### config.mk
export PLATFORM = sky130hd
export DESIGN_NAME = arr_frame_rx
export DESIGN_NICKNAME = d
export VERILOG_FILES = /design/src/rtl/arr_frame_pkg.sv /design/src/rtl/arr_beat_xzdet.sv /design/src/rtl/arr_frame_rx.sv
export SDC_FILE = /design/constraint.sdc
export NUM_CORES = 1
export LEC_CHECK = 0
export ABC_AREA = 1
export CORE_UTILIZATION = 40
export CTS_CLUSTER_DIAMETER = 80
export CTS_CLUSTER_SIZE = 40
export DETAILED_ROUTE_END_ITERATION = 6
export PLACE_DENSITY = 0.7
export SYNTH_ARGS = -nofsm -noshare
export SYNTH_HDL_FRONTEND = slang
export SYNTH_SLANG_ARGS = --single-unit
### constraint.sdc
create_clock -name clk -period 2.5 [get_ports clk]
set_clock_uncertainty 0.15 [all_clocks]
set_input_delay 0.625 -clock clk [delete_from_list [all_inputs] [get_ports clk]]
set_output_delay 0.625 -clock clk [all_outputs]
set_load 0.02 [all_outputs]
### src/rtl/arr_frame_pkg.sv
// Shared defaults, frame type and receiver state encoding for arr_frame_rx.
package arr_frame_pkg;

  localparam int BEAT_W_DEF = 4;
  localparam int ROWS_DEF   = 2;
  localparam int COLS_DEF   = 3;

  typedef logic [0:ROWS_DEF-1][0:COLS_DEF-1][BEAT_W_DEF:1] frame_t;

  typedef enum logic [1:0] {
    IDLE,
    COLLECT,
    HOLD
  } rx_state_e;

endpackage

### src/rtl/arr_beat_xzdet.sv
// Per-beat x/z detector. Flags a beat holding any x or z bit.
// With ARR_FRAME_RX_XZ_SCRUB_EN defined, x/z bits are forced to 0 on dout;
// otherwise dout is the beat bit-exact.
module arr_beat_xzdet #(
  parameter int BEAT_W = 4
) (
  input  logic [BEAT_W:1] din,
  output logic [BEAT_W:1] dout,
  output logic            xz
);

  // Per-bit 4-state check: a bit that is neither exactly 0 nor exactly 1 is x/z.
  always_comb begin
    xz   = 1'b0;
    dout = din;
    for (int unsigned i = 1; i <= BEAT_W; i++) begin
      if (!((din[i] === 1'b0) || (din[i] === 1'b1))) begin
        xz = 1'b1;
`ifdef ARR_FRAME_RX_XZ_SCRUB_EN
        dout[i] = 1'b0;
`endif
      end
    end
  end

endmodule

### src/rtl/arr_frame_rx.sv
// Frame receiver: collects ROWS*COLS beats row-major into a frame, holds it
// until consumed, flags x/z-carrying beats and pulses out_err on framing errors.
// Optional feature macro: ARR_FRAME_RX_XZ_SCRUB_EN (store x/z bits as 0).
module arr_frame_rx
  import arr_frame_pkg::*;
#(
  parameter int BEAT_W = BEAT_W_DEF,
  parameter int ROWS   = ROWS_DEF,
  parameter int COLS   = COLS_DEF
) (
  input  logic                                 clk,
  input  logic                                 rst,
  input  logic                                 in_valid,
  output logic                                 in_ready,
  input  logic                                 in_sof,
  input  logic [BEAT_W:1]                      in_data,
  output logic                                 out_valid,
  input  logic                                 out_ready,
  output logic [0:ROWS-1][0:COLS-1][BEAT_W:1]  out_frame,
  output logic [0:ROWS*COLS-1]                 out_xz_mask,
  output logic                                 out_err
);

  localparam int N  = ROWS * COLS;
  localparam int CW = $clog2(N + 1);

  rx_state_e                             state_q, state_d;
  logic [CW-1:0]                         cnt_q;
  logic [0:ROWS-1][0:COLS-1][BEAT_W:1]   frame_q;
  logic [0:N-1]                          mask_q, mask_set;
  logic                                  err_q, err_d;
  logic                                  accept, start, store, consume;
  logic [CW-1:0]                         idx;
  logic [BEAT_W:1]                       beat_st;
  logic                                  beat_xz;

  arr_beat_xzdet #(.BEAT_W(BEAT_W)) u_xzdet (
    .din  (in_data),
    .dout (beat_st),
    .xz   (beat_xz)
  );

  // State register.
  always_ff @(posedge clk or posedge rst) begin
    if (rst) state_q <= IDLE;
    else     state_q <= state_d;
  end

  // Next-state logic, handshake and framing-error detection.
  always_comb begin
    state_d  = state_q;
    in_ready = (state_q != HOLD) && !rst;
    accept   = in_valid && in_ready;
    start    = 1'b0;
    store    = 1'b0;
    consume  = 1'b0;
    err_d    = 1'b0;
    case (state_q)
      IDLE: begin
        if (accept) begin
          if (in_sof) begin
            start   = 1'b1;
            store   = 1'b1;
            state_d = (N == 1) ? HOLD : COLLECT;
          end else begin
            err_d = 1'b1;
          end
        end
      end
      COLLECT: begin
        if (accept) begin
          store = 1'b1;
          if (in_sof) begin
            err_d   = 1'b1;
            start   = 1'b1;
            state_d = (N == 1) ? HOLD : COLLECT;
          end else if (cnt_q == CW'(N - 1)) begin
            state_d = HOLD;
          end
        end
      end
      HOLD: begin
        if (out_ready) begin
          consume = 1'b1;
          state_d = IDLE;
        end
      end
      default: state_d = IDLE;
    endcase
    idx      = start ? '0 : cnt_q;
    mask_set = '0;
    mask_set[idx] = beat_xz;
  end

  // Beat storage, x/z mask and beat counter; a restart begins a fresh mask.
  always_ff @(posedge clk or posedge rst) begin
    if (rst) begin
      cnt_q   <= '0;
      frame_q <= '0;
      mask_q  <= '0;
    end else if (store) begin
      for (int unsigned r = 0; r < ROWS; r++) begin
        for (int unsigned c = 0; c < COLS; c++) begin
          if (idx == CW'(r * COLS + c)) frame_q[r][c] <= beat_st;
        end
      end
      mask_q <= (start ? '0 : mask_q) | mask_set;
      cnt_q  <= (idx == CW'(N - 1)) ? '0 : idx + 1'b1;
    end else if (consume) begin
      mask_q <= '0;
    end
  end

  // One-cycle framing-error pulse.
  always_ff @(posedge clk or posedge rst) begin
    if (rst) err_q <= 1'b0;
    else     err_q <= err_d;
  end

  assign out_valid   = (state_q == HOLD);
  assign out_frame   = frame_q;
  assign out_xz_mask = mask_q;
  assign out_err     = err_q;

endmodule

[After elaboration in Yosys (flattened, before gate mapping)]
Index checks and enable logic that the tools add are counted.
Word-level totals
  output and inout bits: 33
  register bits after elaboration: 36
  bits of input ports: 9
Cells by class
  add/sub/neg operators: 1
  $lt $le $gt $ge: 2
  eq/ne operators: 22
  bitwise operators: 3
  reduce and logical (&&, ||, !) cells: 19
  mux-type cells: 28
Operators with widths (number)
  6-bit two-way mux: 3
  1-bit two-way mux: 13
  2-bit two-way mux: 6
  2-bit AND reduction: 6
  3-bit == test, second input constant: 3
  1-bit case equality test, second input constant: 8
  2-bit != test, second input constant: 4
  6-bit bitwise AND: 1
  3-bit by 2-bit == test with 1-bit output, second input constant: 2
  3-bit two-way mux: 2
  6-bit OR: 1
  2-bit case mux with 3 select lines: 1
  5-bit AND reduction: 1
  4-bit greater-or-equal comparator, second input constant: 1
  1-bit logical OR: 4
  4-bit by 1-bit < comparator with 1-bit output, second input constant: 1
  3-bit inverter with 4-bit output: 1
  1-bit case mux with 2 select lines: 2
  3-bit by 1-bit adder with 3-bit output, second input constant: 1
  1-bit demux with 3-bit select: 1
  3-bit by 1-bit == test with 1-bit output, second input constant: 1
  1-bit logical AND: 3
  3-bit logical NOT: 1
  3-bit != test, second input constant: 1
  other kinds (7): 7

[Depth between registers and ports, before layout]
  depth in word-level cells: 14
  depth in mapped cells: 9

[By module]
A second synthesis with hierarchy kept.
Second synthesis, totals
  cells, all modules: 192
  area total of the unflattened synthesis: 1679.1 µm²
By module, submodules not included
  arr_frame_rx: cells an instance 186, times used 1, area each 1637.8 µm²
  arr_beat_xzdet: cells an instance 6, times used 1, area each 41.3 µm²

[Least setup slack after synthesis]
Ideal clock, no wire load.
  path kind: input port to flip-flop
  start point: input rst
  end point: register frame_q (netlist bit out_frame[7])
  arrival time: 2.095 ns
  buffers on the path: 0
  slack: 0.138 ns
  stages: 6
  cells stage by stage: inv_1 nand3_4 nor3_2 nand3_1 nand2_1 nand2_1
On the way
  word-level cells in the longest chain between the ends: 8
  elaborated cells on any way between the ends: 10
RTL lines
  start, declared: line arr_frame_rx.sv:12  | input logic rst,
  1-bit logical NOT (no line) (*)
  1-bit logical AND (*): line arr_frame_rx.sv:52  | in_ready = (state_q != HOLD) && !rst;
  1-bit logical AND (*): line arr_frame_rx.sv:53  | accept = in_valid && in_ready;
  1-bit two-way mux: line arr_frame_rx.sv:71  | if (accept) begin
  1-bit two-way mux
  3-bit two-way mux: line arr_frame_rx.sv:90  | idx = start ? '0 : cnt_q;
  3-bit == test: line arr_frame_rx.sv:104  | if (idx == CW'(r * COLS + c)) frame_q[r][c] <= beat_st;
  2-bit AND reduction (no line) (*)
  end signal, assigned by index: line arr_frame_rx.sv:104
  end, declared: line arr_frame_rx.sv:29  | logic [0:ROWS-1][0:COLS-1][BEAT_W:1] frame_q;
Every way passes the cells marked *; elsewhere a longest branch is shown, timed or not.
A chain may end at the register's enable or synchronous reset.

[Worst setup path in the final report]
  start point: register state_q[0]
  end point: output out_valid
On the way
  word-level cells in the longest chain between the ends: 1
RTL lines
  start, declared: line arr_frame_rx.sv:27  | rx_state_e state_q, state_d;
  start signal, assigned: line arr_frame_rx.sv:46  | else state_q <= state_d;
  2-bit == test: line arr_frame_rx.sv:120  | assign out_valid = (state_q == HOLD);
  end, declared: line arr_frame_rx.sv:17  | output logic out_valid,
No other way between the ends.

==> flow_summary.yaml <==
critical_path:
  cp_data_required_time_ps: 1730
  reg2reg_depth: 4
  cp_slowest_cell: "clkdlybuf4s50_1"
  arrival_ps: 1610
  reg2reg_to: "out_frame[22]"
  cp-start-kind: "register"
  critPathCaptureType: "primary output"
  slowest_delay_ps: 590
  r2r-start: "cnt_q[1]"
  crit_family: "buffers and inverters"
  regToRegSetupSlack_ps: 770
  cp_num_buf_inv: 3
  cp_cell_sequence: "inv_2 -> nand2_2 -> inv_1 -> clkdlybuf4s50_1"
  crit_path_max_fanout: 4
  crit_type: "reg2out"
finish:
  layout-drive-gt1-share_pct: 12.14
  multi_input_area_um2: 550.5
  stdcell_area_mm2: 0.001862
  syn_to_final_growth_pct: 33.69
  antenna_cells: 0
  fillers: 319
  utilization_pct: 55.79
  finish.net_count: 214
  seqCellArea_um2: 750.7
yosys:
  synthCells: 161
  yosys_register_bits: 30
  synthDistinctLibCells: 22
  syn-mean-instance-area_um2: 8.650
  synth-edff-count: 0
  netlist_top_cells_count: "54 x nand2_1, 30 x dfrtp_1, 13 x nand4_1"
  yosys-top-cells-area: "dfrtp_1 54%, nand2_1 15%, nand4_1 5.8%, o21ai_0 4.3%, buf_4 4.3%"
  yosysMostFrequentCell: "nand2_1"
  synth_compound_area_share_pct: 6.110
  yosysTopAreaCell: "dfrtp_1"
  async_reset_ff_share_pct: 100.0
  synthSimpleGateAreaFrac_pct: 31.18
  synthDominantCellAreaShare_pct: 53.91
  synth_top_family_by_area: "simple AND/OR/NAND/NOR gates"
  synth-adder-area-share_pct: 0
  yosys_most_used_dff: "dfrtp_1"
  synthXorXnorAreaFrac_pct: 0.6289
  yosysWarnings: 0
  mappedNetlistArea_mm2: 0.001393
  ys_seq_area_share_pct: 53.91
  synth.area.mux_share_pct: 0
drt:
  vias: 1228
  drtIter0Drc: 35
  wl_per_cell_um: 12.50
  vias_per_cell: 4.873
  drc_errors: 0
  ant_nets: 0
  first_pass_iters: 4
  totalWireLength_mm: 3.149
floorplanning:
  dieArea_mm2: 0.003722
  num_rows: 21
  num_io_pins: 42
  start_util_pct: 41.73
  core_area_mm2: 0.003337
  fp.dieH_um: 61.01
  die_x_um: 61.01
timing:
  worst_slew_margin_rel_pct: 56.24
  finalCriticalPeriod_ps: 2380
  setup_viol: 0
  rsz0062_at_grt: "false"
  timing_hold_violations_final: 0
  fin_tns_setup_ps: 0
  fin_crit_sh_pct: 95.21
  worst_pin_slew_ps: 650.8
  drv_slew: 0
  fmax_mhz: 420.1
global_routing:
  grt_use_met3_pct: 6.397
  met1_usage_pct: 25.07
  top_usage_layer: "met2"
  grt_usage_pct: 20.33
  grt_antenna_before_repair: 0
  met2_usage_pct: 33.12
  grt_pass1_vias: 1181
  grt_overflow_total: 0
  grt_max_degree: 31
  grt_pass1_wl_mm: 5.313
clocking:
  cts_sinks: 30
  tritoncts: "built"
  cts.path.max_buffers: 2
  cts-root-buf: "clkbuf_4"
  cts_buffers: 5
  cts-htree-levels: 2
  clock_latency_ps: 340
  path_clk_slew_ps: 100
placement:
  io_buffers: 35
  dpl_cell_area_mm2: 0.001799
  hpwl_mm: 2.285
  gp_congestion: 0.9684
run:
  drv_cap: 0
pwr:
  power_density_mw_per_mm2: 1150
  p_leak_nw: 0.9128
  vdd_drop_max_v: 0.0005328
  total_power_mw: 2.141
run_status:
  status: "complete, no violations"
min_path:
  hold_path_end: "out_frame[1]"
  hp-class: "reg2reg"
  whs_path_depth: 2
  worstHoldStart: "out_frame[1]"
-- routing by layer --
metal / part of all wire (%) / routed length [um] / vias to the layer above
li1: - / - / 603
met1: 45 / 1418 / 583
met2: 47 / 1490 / 34
met3: 5.8 / 183 / 8
met4: 1.8 / 57 / 0
met5: 0 / 0 / -
-- repair_timing --
| item | in CTS | in global routing |
|---|---|---|
| resized for setup | 1 | 0 |
| hold endpoints to repair | 0 | 0 |
| hold buffers | 0 | 0 |
| buffers inserted | 0 | 0 |
| endpoints found under the setup margin | 1 | 0 |
-- metrics by stage --
| step | hold WS (ps) | cells | worst slack (ps) |
|---|---|---|---|
| final | 331.5 | 252 | 119.7 |
| after global routing | 361.1 | 252 | 28.28 |
| after CTS | 335.0 | 252 | 103.3 |
| after detailed placement | 308.9 | 244 | -25.77 |
| after global placement | 310.8 | 244 | -16.42 |
| after floorplan | 325.1 | 166 | 137.6 |
-- cell type report --
type	instances	area share, %
Inverter	12	2.419
Tap cell	46	3.091
Sequential cell	30	40.32
Timing Repair Buffer	41	21.17
Multi-Input combinational cell	115	29.57
Clock inverter	2	0.6720
Clock buffer	6	2.755
-- registers in the layout, summed over array words and instances (netlist names) --
name,flops
out_frame,24
state_q,2
cnt_q,3
out_err,1
-- worst register-to-register path, cell delays in order, from the launching register on --
cell and delay, ps:
dfrtp_1 480, o31ai_1 610, nand2_1 220, nand2_1 110, nand2_1 50
-- cell usage in the layout, fill, tap and decap left out, types with 4 or more instances in the layout --
master / instances
dfrtp_1: 30
conb_1: 6
nor2_1: 5
nand4_1: 13
nand2_1: 54
inv_1: 10
nor2_2: 4
buf_4: 6
nand3_1: 10
clkbuf_4: 5
clkdlybuf4s50_1: 34
o21ai_0: 12
-- power breakdown --
group	internal [mW]	switching, mW
clock network	0.135	0.171
registers	0.687	0.131
logic	0.441	0.576
total	1.26	0.879
-- cells by family (layout without fill, tap and decap cells) --
logic type,after synthesis,after routing
compound gates,16,16
xor+xnor,1,1
buf+inv,21,61
flops,30,30
other cells,1,6
simple gates,92,92
-- worst max-delay path by stage --
stage / start / endpoint / slack [ps] / cells past startpoint
detailed placement: rst / in_ready / -30 / 3
global placement: rst / in_ready / -20 / 3
floorplan: rst / out_frame[7] / 140 / 6
finish: state_q[0] / out_valid / 120 / 4
global route: state_q[0] / out_valid / 30 / 4
CTS: state_q[0] / out_valid / 100 / 4
No activity file was read; power rests on OpenSTA's default activity.
==> RTL edit, RTL diff (same settings) <==
Encoding of `rx_state_e`: now one-hot (3 bits for 3 states).
--- a/src/rtl/arr_frame_pkg.sv
+++ b/src/rtl/arr_frame_pkg.sv
@@ -7,10 +7,10 @@
 
   typedef logic [0:ROWS_DEF-1][0:COLS_DEF-1][BEAT_W_DEF:1] frame_t;
 
-  typedef enum logic [1:0] {
-    IDLE,
-    COLLECT,
-    HOLD
+  typedef enum logic [2:0] {
+    IDLE    = 3'b001,
+    COLLECT = 3'b010,
+    HOLD    = 3'b100
   } rx_state_e;
 
 endpackage
Formal check against the unedited RTL: no difference found for any inputs over 10 cycles, from zero or initial values and one cycle with rst high; not proved beyond that.
==> RTL edit against the original RTL <==
Sequential cell count up 1; critical path type unchanged; design area up 8.5%; area after synthesis up 11%; worst setup slack better by 38 ps; wire length down 2.6%; largest power group unchanged; hold slack worse by 12 ps; total power up 1.2%; via count up 3.2%.
==> RTL edit: results (changes against the original RTL) <==
- First-pass GRT wire length: 5530 um (+4.1%)
- Peak supply drop: 0.424 mV (-20%)
- Total of warnings raised by yosys: 0 (unchanged)
- Largest net degree at the start of global routing: 33 (+6.5%)
- Post-Synth Adder-Cell Area: 0% (unchanged)
- Synth Instances: 178 (+11%)
- CP top delay family: buffers and inverters
- Compound-cell area share of the yosys netlist: 8.43% (+2.3 points)
- Number of library cell types mapped by synthesis: 26 (+18%)
- Critical Path AT: 1570 ps (-40 ps)
- # placed instances: 262 (+7.4%)
- Routed wire per std cell: 11.4 um (-9.1%)
- Worst hold path class: reg -> reg
- Outcome: completed
- Finished Layout Cells: 270 (+7.1%)
- Post-synthesis mux area share: 0% (unchanged)
- Overflow after GRT: 0 (unchanged)
- GPL Wtd Cong: 0.845 (-13%)
- Clock slew at reported path FFs: 60 ps (-40 ps)
- Final Net Count: 230 (+7.5%)
- Ys async rst share: 100% (unchanged)
- XOR/XNOR Fraction of Synth Area: 0% (-0.63 points)
- H-tree depth: 2 (unchanged)
- Input/output buffers: 35 (unchanged)
- GR Util All Layers: 17.7% (-2.7 points)
- Clock power share: 16.9% (+2.6 points)
- Max reg flops: 24 (unchanged)
- Hpwl dp: 2160 um (-5.4%)
- Ranking of synthesized cells by area: dfrtp_1 (49%), nand2_1 (12%), nand3_1 (5.5%)
- Starting DRT DRC Count: 65 (+86%)
- Max clock buf depth: 2 (unchanged)
- Via Count: 1,267 (+3.2%)
- Postcts setup bufs: 0 (unchanged)
- Layout fillers: 369 (+16%)
- Crit-path max FO: 5 (+1)
- Initial antenna violation count: 0 (unchanged)
- Post-synth top cells: nand2_1 (51), dfrtp_1 (30), inv_1 (22), nand3_1 (17), o21ai_0 (8)
- Placed inst area: 1940 sq um (+7.9%)
- CP peak stage delay: 570 ps (-20 ps)
- Number of global-route vias before repair: 1,228 (+4.0%)
- CP max-delay cell: dfstp_2
- Sequential fraction of the synthesis area: 50.4% (-3.5 points)
- N_diodes: 0 (unchanged)
- Pre-Repair DR Iteration Count: 4 (unchanged)
- Clock latency on the worst-skew pair: 280 ps (-60 ps)
- Cts repair resizes: 1 (unchanged)
- Logic gate share of total power: 45.1% (-2.4 points)
- Switching Fraction: 39.6% (-1.4 points)
- CTS Buf Count: 5 (unchanged)
- Pleak: 1.02 nW (+11%)
- Clk root buf: clkbuf_8
- Share of layout cells above drive strength 1: 13.1% (+0.93 points)
- Pre-CTS setup slack: -95.9 ps (-70.1 ps)
-- RTL edit: stage by stage --
| stage | total power, W | util (%) | hold WS [ps] |
|---|---|---|---|
| 2_1_floorplan | 0.00141 | - | 337 |
| 3_3_place_gp | 0.00179 | 52.6 | 306 |
| 3_5_place_dp | 0.00181 | 52.6 | 310 |
| 4_1_cts | 0.00219 | 54.8 | 327 |
| 5_1_grt | 0.00234 | 54.8 | 344 |
| 6_report | 0.00217 | 54.8 | 319 |
-- RTL edit: area by class of cell --
cell class                      count  area (sq um)  area share (%)
Clock buffer                        8          80.1            3.96
Sequential cell                    31           777            38.5
Timing Repair Buffer               37           364            18.0
Multi-Input combinational cell    122           644            31.9
Inverter                           24          95.1            4.71
Tap cell                           48          60.1            2.97
-- RTL edit: path summary, 6_finish.rpt --
kind | to | depth (start not counted) | slack (ps) | startpoint
worst max-delay path | out_valid | 4 | 160 | state_q[0]$_DFFE_PP1P_
worst min-delay path | out_frame[21]$_DFFE_PP0P_ | 2 | 320 | out_frame[21]$_DFFE_PP0P_
worst max register to register | out_frame[13]$_DFFE_PP0P_ | 10 | 640 | state_q[0]$_DFFE_PP1P_
worst min register to register | out_frame[21]$_DFFE_PP0P_ | 2 | 320 | out_frame[21]$_DFFE_PP0P_
max in group asynchronous | state_q[0]$_DFFE_PP1P_ | 3 | 1210 | rst
min in group asynchronous | out_frame[5]$_DFFE_PP0P_ | 3 | 670 | rst
-- RTL edit: per-layer routing --
| layer | wire, um | part of all wire, % | GRT usage (%) | vias up |
|---|---|---|---|---|
| met4 | 84 | 2.7 | 8.61 | 0 |
| met1 | 1440 | 47 | 23.1 | 586 |
| met5 | 0 | 0 | 0 | - |
| met2 | 1410 | 46 | 27.3 | 34 |
| met3 | 129 | 4.2 | 4.46 | 11 |
| li1 | - | - | - | 636 |
